**config.mk**
```make
export PLATFORM = sky130hd
export DESIGN_NAME = note_lane_scroller
export DESIGN_NICKNAME = d
export VERILOG_FILES = /design/src/rtl/note_lane_scroller.sv
export SDC_FILE = /design/constraint.sdc
export NUM_CORES = 1
export LEC_CHECK = 0
export CAP_MARGIN = 20
export CORE_ASPECT_RATIO = 1.1
export CORE_MARGIN = 10
export CORE_UTILIZATION = 40
export CTS_CLUSTER_DIAMETER = 60
export DETAILED_ROUTE_END_ITERATION = 12
export DONT_BUFFER_PORTS = 1
export SETUP_SLACK_MARGIN = 0.1
export SLEW_MARGIN = 20
export SYNTH_ARGS = -nofsm -noshare
export SYNTH_HDL_FRONTEND = slang
export SYNTH_SLANG_ARGS = --single-unit
```
**constraint.sdc**
```tcl
create_clock -name clk -period 3.75 [get_ports clk]
set_clock_uncertainty 0.05 [all_clocks]
set_input_delay 0.375 -clock clk [delete_from_list [all_inputs] [get_ports clk]]
set_output_delay 0.375 -clock clk [all_outputs]
set_load 0.01 [all_outputs]
```
**src/rtl/note_lane_scroller.sv**
```systemverilog
// Note-highway engine: fetches lane bitmaps from the song ROM, scrolls them down a
// DEPTH-row window in sub-step increments, judges hits at JUDGE_ROW and tracks combos.
module note_lane_scroller #(
  parameter int unsigned LANES     = 2,
  parameter int unsigned DEPTH     = 10,
  parameter int unsigned SUB_STEPS = 7,
  parameter int unsigned JUDGE_ROW = 1,
  parameter int unsigned TICK_W    = 17,
  parameter int unsigned ADDR_W    = 10,
  parameter int unsigned COMBO_W   = 8,
  parameter int unsigned OFF_W     = 3
) (
  input  logic                     clk,
  input  logic                     rst,
  input  logic                     start_i,
  input  logic                     ack_i,
  input  logic [TICK_W-1:0]        tick_period_i,
  input  logic [ADDR_W-1:0]        song_len_i,
  output logic [ADDR_W-1:0]        rom_addr_o,
  input  logic [LANES-1:0]         rom_data_i,
  input  logic [LANES-1:0]         hit_i,
  output logic [DEPTH*LANES-1:0]   window_o,
  output logic [OFF_W-1:0]         offset_o,
  output logic [LANES-1:0]         judge_o,
  output logic [COMBO_W-1:0]       combo_o,
  output logic [COMBO_W-1:0]       max_combo_o,
  output logic                     hit_ok_o,
  output logic                     miss_o,
  output logic                     busy_o,
  output logic                     finish_o
);

  localparam int unsigned WIN_W = DEPTH * LANES;
  localparam int unsigned CNT_W = ADDR_W + $clog2(DEPTH + 1);
  localparam logic [TICK_W-1:0]  P_MIN     = TICK_W'(2);
  localparam logic [OFF_W-1:0]   OFF_LAST  = OFF_W'(SUB_STEPS - 1);
  localparam logic [COMBO_W-1:0] COMBO_MAX = '1;

  typedef enum logic [2:0] {IDLE, FETCH, LATCH, RUN, DONE} state_e;

  state_e             state_q;
  logic [TICK_W-1:0]  p_q, tick_q;
  logic [ADDR_W-1:0]  len_q, step_q, rom_addr_q;
  logic [CNT_W-1:0]   shift_cnt_q;
  logic [OFF_W-1:0]   offset_q;
  logic [WIN_W-1:0]   window_q;
  logic [LANES-1:0]   next_row_q;
  logic [COMBO_W-1:0] combo_q, max_q;
  logic               hit_ok_q, miss_q;

  logic               active_c, tick_c, shift_c, miss_c, last_shift_c;
  logic [LANES-1:0]   judge_row_c, hit_mask_c, left_c;
  logic [WIN_W-1:0]   window_hit_c, window_shift_c;
  logic [COMBO_W-1:0] max_next_c;

  // Hit clearing is applied before the shift so a coincident hit never counts as a miss.
  always_comb begin
    active_c       = (state_q == FETCH) || (state_q == LATCH) || (state_q == RUN);
    tick_c         = active_c && (tick_q == p_q);
    shift_c        = tick_c && (offset_q == OFF_LAST);
    judge_row_c    = window_q[JUDGE_ROW*LANES +: LANES];
    hit_mask_c     = active_c ? (hit_i & judge_row_c) : '0;
    left_c         = judge_row_c & ~hit_mask_c;
    miss_c         = shift_c && (left_c != '0);
    window_hit_c   = window_q;
    window_hit_c[JUDGE_ROW*LANES +: LANES] = left_c;
    window_shift_c = {next_row_q, window_hit_c[WIN_W-1:LANES]};
    last_shift_c   = (shift_cnt_q + CNT_W'(1)) == (CNT_W'(len_q) + CNT_W'(DEPTH));
    max_next_c     = (combo_q > max_q) ? combo_q : max_q;
  end

  always_ff @(posedge clk or posedge rst) begin
    if (rst) begin
      state_q     <= IDLE;
      p_q         <= '0;
      tick_q      <= '0;
      len_q       <= '0;
      step_q      <= '0;
      rom_addr_q  <= '0;
      shift_cnt_q <= '0;
      offset_q    <= '0;
      window_q    <= '0;
      next_row_q  <= '0;
      combo_q     <= '0;
      max_q       <= '0;
      hit_ok_q    <= 1'b0;
      miss_q      <= 1'b0;
    end else begin
      case (state_q)
        IDLE: begin
          if (start_i) begin
            p_q         <= (tick_period_i < P_MIN) ? P_MIN : tick_period_i;
            len_q       <= song_len_i;
            step_q      <= '0;
            rom_addr_q  <= '0;
            tick_q      <= '0;
            offset_q    <= '0;
            shift_cnt_q <= '0;
            state_q     <= (song_len_i == '0) ? DONE : FETCH;
          end
        end
        DONE: begin
          hit_ok_q <= 1'b0;
          miss_q   <= 1'b0;
          max_q    <= max_next_c;
          if (ack_i) begin
            state_q     <= IDLE;
            p_q         <= '0;
            tick_q      <= '0;
            len_q       <= '0;
            step_q      <= '0;
            rom_addr_q  <= '0;
            shift_cnt_q <= '0;
            offset_q    <= '0;
            window_q    <= '0;
            next_row_q  <= '0;
            combo_q     <= '0;
            max_q       <= '0;
          end
        end
        default: begin
          tick_q   <= tick_c ? '0 : tick_q + TICK_W'(1);
          if (tick_c) offset_q <= shift_c ? '0 : offset_q + OFF_W'(1);
          window_q <= shift_c ? window_shift_c : window_hit_c;
          hit_ok_q <= (hit_mask_c != '0);
          miss_q   <= miss_c;
          max_q    <= max_next_c;
          if (miss_c) combo_q <= '0;
          else if ((hit_mask_c != '0) && (combo_q != COMBO_MAX)) combo_q <= combo_q + COMBO_W'(1);

          if (state_q == FETCH) state_q <= LATCH;
          if (state_q == LATCH) begin
            next_row_q <= rom_data_i;
            step_q     <= step_q + ADDR_W'(1);
            state_q    <= RUN;
          end
          // Once the song is exhausted, empty rows are fed in to drain the window.
          if (shift_c) begin
            shift_cnt_q <= shift_cnt_q + CNT_W'(1);
            if (last_shift_c) begin
              state_q    <= DONE;
              next_row_q <= '0;
            end else if (step_q < len_q) begin
              rom_addr_q <= step_q;
              state_q    <= FETCH;
            end else begin
              next_row_q <= '0;
            end
          end
        end
      endcase
    end
  end

  assign rom_addr_o  = rom_addr_q;
  assign window_o    = window_q;
  assign offset_o    = offset_q;
  assign judge_o     = window_q[JUDGE_ROW*LANES +: LANES];
  assign combo_o     = combo_q;
  assign max_combo_o = max_q;
  assign hit_ok_o    = hit_ok_q;
  assign miss_o      = miss_q;
  assign busy_o      = (state_q != IDLE);
  assign finish_o    = (state_q == DONE);

endmodule

```
==> Yosys cells after proc, flatten, opt, wreduce, memory -nomap -nowiden <==
Cells that the tools add are included.
Widths: inputs -> output; s select.
{ "op_classes": {"add_sub_neg": 6, "mux": 53, "reduce_logical": 27, "bitwise": 4, "eq_ne": 11, "order_cmp": 3} }
{ "op_table": {"columns": ["op", "count"], "rows": [
  ["$mux 17", 5],
  ["$mux 10", 7],
  ["$pmux 17 s2", 2],
  ["$pmux 10 s2", 3],
  ["$mux 14", 3],
  ["$mux 20", 2],
  ["$mux 8", 5],
  ["$pmux 20 s2", 1],
  ["$mux 3", 11],
  ["$pmux 8 s2", 2],
  ["$pmux 14 s2", 1],
  ["$reduce_and 3->1", 6],
  ["$reduce_bool 3->1", 6],
  ["$add 17x1->17 const B", 1],
  ["$eq 17x17->1", 1],
  ["$lt 17x2->1 const B", 1],
  ["$add 14x1->14 const B", 1],
  ["$eq 14x11->1", 1],
  ["$mux 2", 6],
  ["$pmux 3 s2", 2],
  ["$add 10x4->11 const B", 1],
  ["$add 10x1->10 const B", 1],
  ["$logic_not 10->1", 1],
  ["$lt 10x10->1", 1],
  ["20 further kinds", 33]
]} }
{ "word_totals": {"word_cells": 119, "reg_bits": 124, "output_inout_bits": 55} }

==> Depth between registers and ports, before layout <==
{ "depth": {"word_depth": 10, "mapped_depth": 11, "depth_no_buf": 10} }

==> Least setup slack after synthesis <==
No wires, ideal clock.
{ "synth_timing": {"kind": "register -> register", "from": "reg len_q[1]", "to": "reg rom_addr_q[0] (netlist: rom_addr_o[0])", "t_arrival_ns": 2.275, "synth_period_minus_slack_ns": 2.446, "n_path_buf": 0, "setup_slack_ns": 1.304, "path_stages_with_launch": 10, "required_ns": 3.579, "cell_sequence": "dfrtp_1 > inv_1 > ha_1 > or3b_2 > o2111ai_1 > a31oi_1 > o32a_1 > a311oi_2 > o21ai_4 > a22o_1"} }
{ "synth_via": {"elab_chain_len": 4, "elab_cells_between_ends": 6, "classes_between": "add/sub (1); order compare (1); eq/ne (2); reduce/logical (2)"} }
{ "synth_lines": {"columns": ["element", "line", "rtl"], "rows": [
  ["start: declaration", "43", "logic [ADDR_W-1:0] len_q, step_q, rom_addr_q;"],
  ["start signal: assignment", "93", "len_q <= song_len_i;"],
  ["$add 10x4->11", "68", "last_shift_c = (shift_cnt_q + CNT_W'(1)) == (CNT_W'(len_q) + CNT_W'(DEPTH));"],
  ["$eq 14x11->1", "68", null],
  ["$ne 3x2->1 (no line)", null, null],
  ["$reduce_and 5->1 (no line) *", null, null],
  ["end signal: assignment", "144", "rom_addr_q <= step_q;"],
  ["end: declaration", "43", null]
]} }
Every way passes the cells marked *; elsewhere a longest branch is shown, timed or not.
A chain may end at the register's enable or synchronous reset.

==> Worst setup path after layout <==
{ "layout_timing": {"from": "reg shift_cnt_q[0]", "to": "reg rom_addr_q[2] (netlist: rom_addr_o[2])"} }
{ "layout_via": {"elab_chain_len": 4} }
{ "layout_lines": {"columns": ["element", "line", "rtl"], "rows": [
  ["start: declaration", "44", "logic [CNT_W-1:0] shift_cnt_q;"],
  ["start signal: assignment", "139", "shift_cnt_q <= shift_cnt_q + CNT_W'(1);"],
  ["$add 14x1->14", "68", null],
  ["$eq 14x11->1", "68", null],
  ["$ne 3x2->1 (no line)", null, null],
  ["$reduce_and 5->1 (no line)", null, null]
]} }
No other way between the ends.

==> results.toml <==
[sta]
rsz0062_at_grt = "false"
fin_setup_tns_ps = 0
slew_headroom_pct = 32.12
setup_viol = 0
post-route-min-period_ps = 2959
finalHoldViolations = 0
worst_slew_pin_slew_ps = 1011
fmax_mhz = 338.0
fin_crit_sh_pct = 78.90
slew_violations = 0

[grt]
grt_pass1_vias = 5180
overflow = 0
track_usage_pct = 15.85
grt_max_degree = 77
antenna_found_initial = 0
grt_pass1_wl_mm = 28.12

[synthesis]
yosysMostFrequentCell = "dfrtp_1"
synth-compound-area-share_pct = 16.77
synth_top_area_share_pct = 46.62
synth_top_family_by_area = "simple AND/OR/NAND/NOR gates"
post_synth_inst_count = 700
ys_ff_latch = 124
synth_edf_count = 0
ys_async_sr_fraction_pct = 100.0
synth_area_sq_um = 6656
netlist-cell-type-count = 64
synth_fa_ha_area_share_pct = 4.511
syn_avg_cell_area_sq_um = 9.509
synth_xor_area_share_pct = 8.045
muxShareOfSynthArea_pct = 0.3383
yosysTopAreaCell = "dfrtp_1"
syn_nets = 759
yosys.area_share.simple_pct = 19.89
synth_common_cells = "dfrtp_1, nand2_1, nand3_1, o21ai_0, nor2_1"
yosysWarningCount = 0
yosysSeqAreaShare_pct = 46.62
synth-main-ff-cell = "dfrtp_1"
synth_top_cells_by_area = "dfrtp_1, nand2_1, a22o_1, ha_1, nand3_1"

[finish]
finish.utilization_pct = 45.97
n_antenna_cell = 0
nNetsFinal = 759
fill_cells = 1540
area_growth_pct = 13.05
instances_no_fill = 917
multi_input_area_sq_um = 3303
stdcell_area_sq_um = 7525
drive_above_1_share_pct = 8.415
ff_latch_area_sq_um = 3103

[route]
drtIter0Drc = 431
top_layer_used = "met4"
wl_met3_mm = 1.452
wl_per_cell_microns = 18.93
met1_length_mm = 7.558
ant_nets = 0
drc_errors = 0
dr.pass1.iters = 5
wl_met2_mm = 8.018
drt_wl_total_mm = 17.36
vias = 5248
viasPerCell = 5.723

[power_and_ir_drop]
power_leakage_nw = 3.403
clkPwrFrac_pct = 42.5
sequentialPowerShare_pct = 41.7
ir_drop_mv = 0.3289
internal_power_mw = 2.941
p_switching_mw = 1.214
combPwrFrac_pct = 15.8
switching_share_pct = 29.22
powerDensity_nw_per_um2 = 552.2

[critical_path]
reg2reg_slack_ps = 790
required_ps = 4060
startpoint = "shift_cnt_q[0]"
r2r-end = "rom_addr_o[2]"
crit_type = "flop to flop"
worstPathMaxFanout = 11
startpoint_type = "flop"
reg2reg_depth = 10
reg2reg_from = "shift_cnt_q[0]"
worstSetupEndpoint = "rom_addr_o[2]"
cp-end-kind = "flop"
cp.arrival_ps = 3270

[clock_tree]
cts-resized-gates = 0
cts_sinks = 124
numCtsBuffers = 17
clk_latency_ps = 420
cts_tree = "built"
clkTransAtPathRegs_ps = 60
cts.path.max_buffers = 2
htreeDepth = 4
cts_root_buf = "clkbuf_16"

[flow_run]
maxCapViolations = 0

[placement]
place_area_sq_um = 6882
io_buffer_count = 0
place_inst = 884
routabilityCongestion = 0.8804
place_hpwl_mm = 12.74

[die]
initial_core_util_pct = 40.66
rows = 49
die_w_microns = 143.0
fp.coreArea_sq_um = 16370
die_area_sq_um = 22210
ios = 90
die_h_microns = 155.3

[hold_path]
hp-class = "primary input to flop"

[outcome]
status = "complete, no violations"
## how the worst min path moves through the flow
stage | start | to | slack [ps] | depth (start not counted)
final | song_len_i[0] | len_q[0] | 30 | 2
after global routing | tick_period_i[15] | p_q[15] | 20 | 1
after CTS | tick_period_i[15] | p_q[15] | 10 | 1
after detailed placement | rst | max_combo_o[2] | 290 | 1
after global placement | p_q[1] | p_q[1] | 430 | 2
after floorplan | p_q[1] | p_q[1] | 410 | 2
## state kept, by name, summed over array words and instances, names as in the netlist
name	cells
step_q	10
hit_ok_o	1
tick_q	17
window_o	20
offset_o	3
p_q	17
miss_o	1
next_row_q	2
state_q	3
rom_addr_o	10
shift_cnt_q	14
len_q	10
max_combo_o	8
combo_o	8
## area by class of cell
cell class / count / share of cell area, %
multi-input cells: 516 / 43.90
flip-flops and latches: 124 / 41.24
clock buffers: 19 / 5.886
well taps: 204 / 3.392
clock inverters: 13 / 2.527
repair buffers: 12 / 1.563
inverters: 29 / 1.497
## power groups by stage
| stage | Sequential, mW | Clock (mW) | Combinational (mW) |
|---|---|---|---|
| floorplan | 1.68 | 0 | 0.539 |
| global placement | 1.75 | 0 | 0.630 |
| detailed placement | 1.75 | 0 | 0.656 |
| CTS | 1.73 | 1.79 | 0.665 |
| global route | 1.76 | 1.85 | 0.750 |
| finish | 1.73 | 1.77 | 0.657 |
## timing repair
item / in CTS / in global routing
hold buffers: 1 / 0
setup endpoints to repair: 0 / 0
setup buffers: 0 / 0
hold endpoints to repair: 25 / 0
## cells in the final DEF (no fill, tap or decap), types with 5 or more instances in the layout
cell / count
buf_4: 9
and3_1: 13
a22o_1: 36
nand3_1: 59
inv_1: 28
clkinvlp_4: 5
xor2_1: 32
nand2_1: 93
o22a_1: 5
nand2b_1: 6
a21oi_1: 27
nor3_1: 7
and2_1: 8
clkbuf_16: 17
dfrtp_1: 124
o21ai_0: 49
xnor2_1: 24
a31oi_1: 5
ha_1: 24
nor4_1: 8
nand4_1: 12
nor2_1: 44
## stage by stage
step / power, mW / hold slack, ps / worst slack [ps]
floorplan: 2.215 / 408.6 / 1304
global placement: 2.376 / 432.2 / 797.9
detailed placement: 2.411 / 290.2 / 783.4
CTS: 4.189 / 13.42 / 743.5
global route: 4.358 / 18.46 / 545.6
finish: 4.155 / 29.33 / 791.2
## worst max-delay path: stages, from the launching register on
cell      delay, ps
dfrtp_1         440
ha_1            300
nand3_2         150
xnor3_1         410
nor4_1          210
nand3_1         150
a211oi_2        340
a311oi_2        160
buf_4           230
o21ai_4         280
a22o_1          190
## metal layers
metal | track usage, % | up-vias
met1 | 20.26 | 2589
met5 | 0 | -
li1 | - | 2489
met2 | 24.31 | 148
met3 | 5.207 | 22
met4 | 5.998 | 0
## logic make-up (layout without fill, tap and decap cells)
| family | after synthesis | after routing |
|---|---|---|
| muxes | 2 | 2 |
| buffers and inverters | 60 | 73 |
| xor gates and xnor gates | 58 | 58 |
| adders and majority gates | 24 | 24 |
| AOI/OAI and AO/OA | 160 | 160 |
| DFF | 124 | 124 |
| and+or+nand+nor | 272 | 272 |
Note: power is estimated with default switching activity, not from simulation.
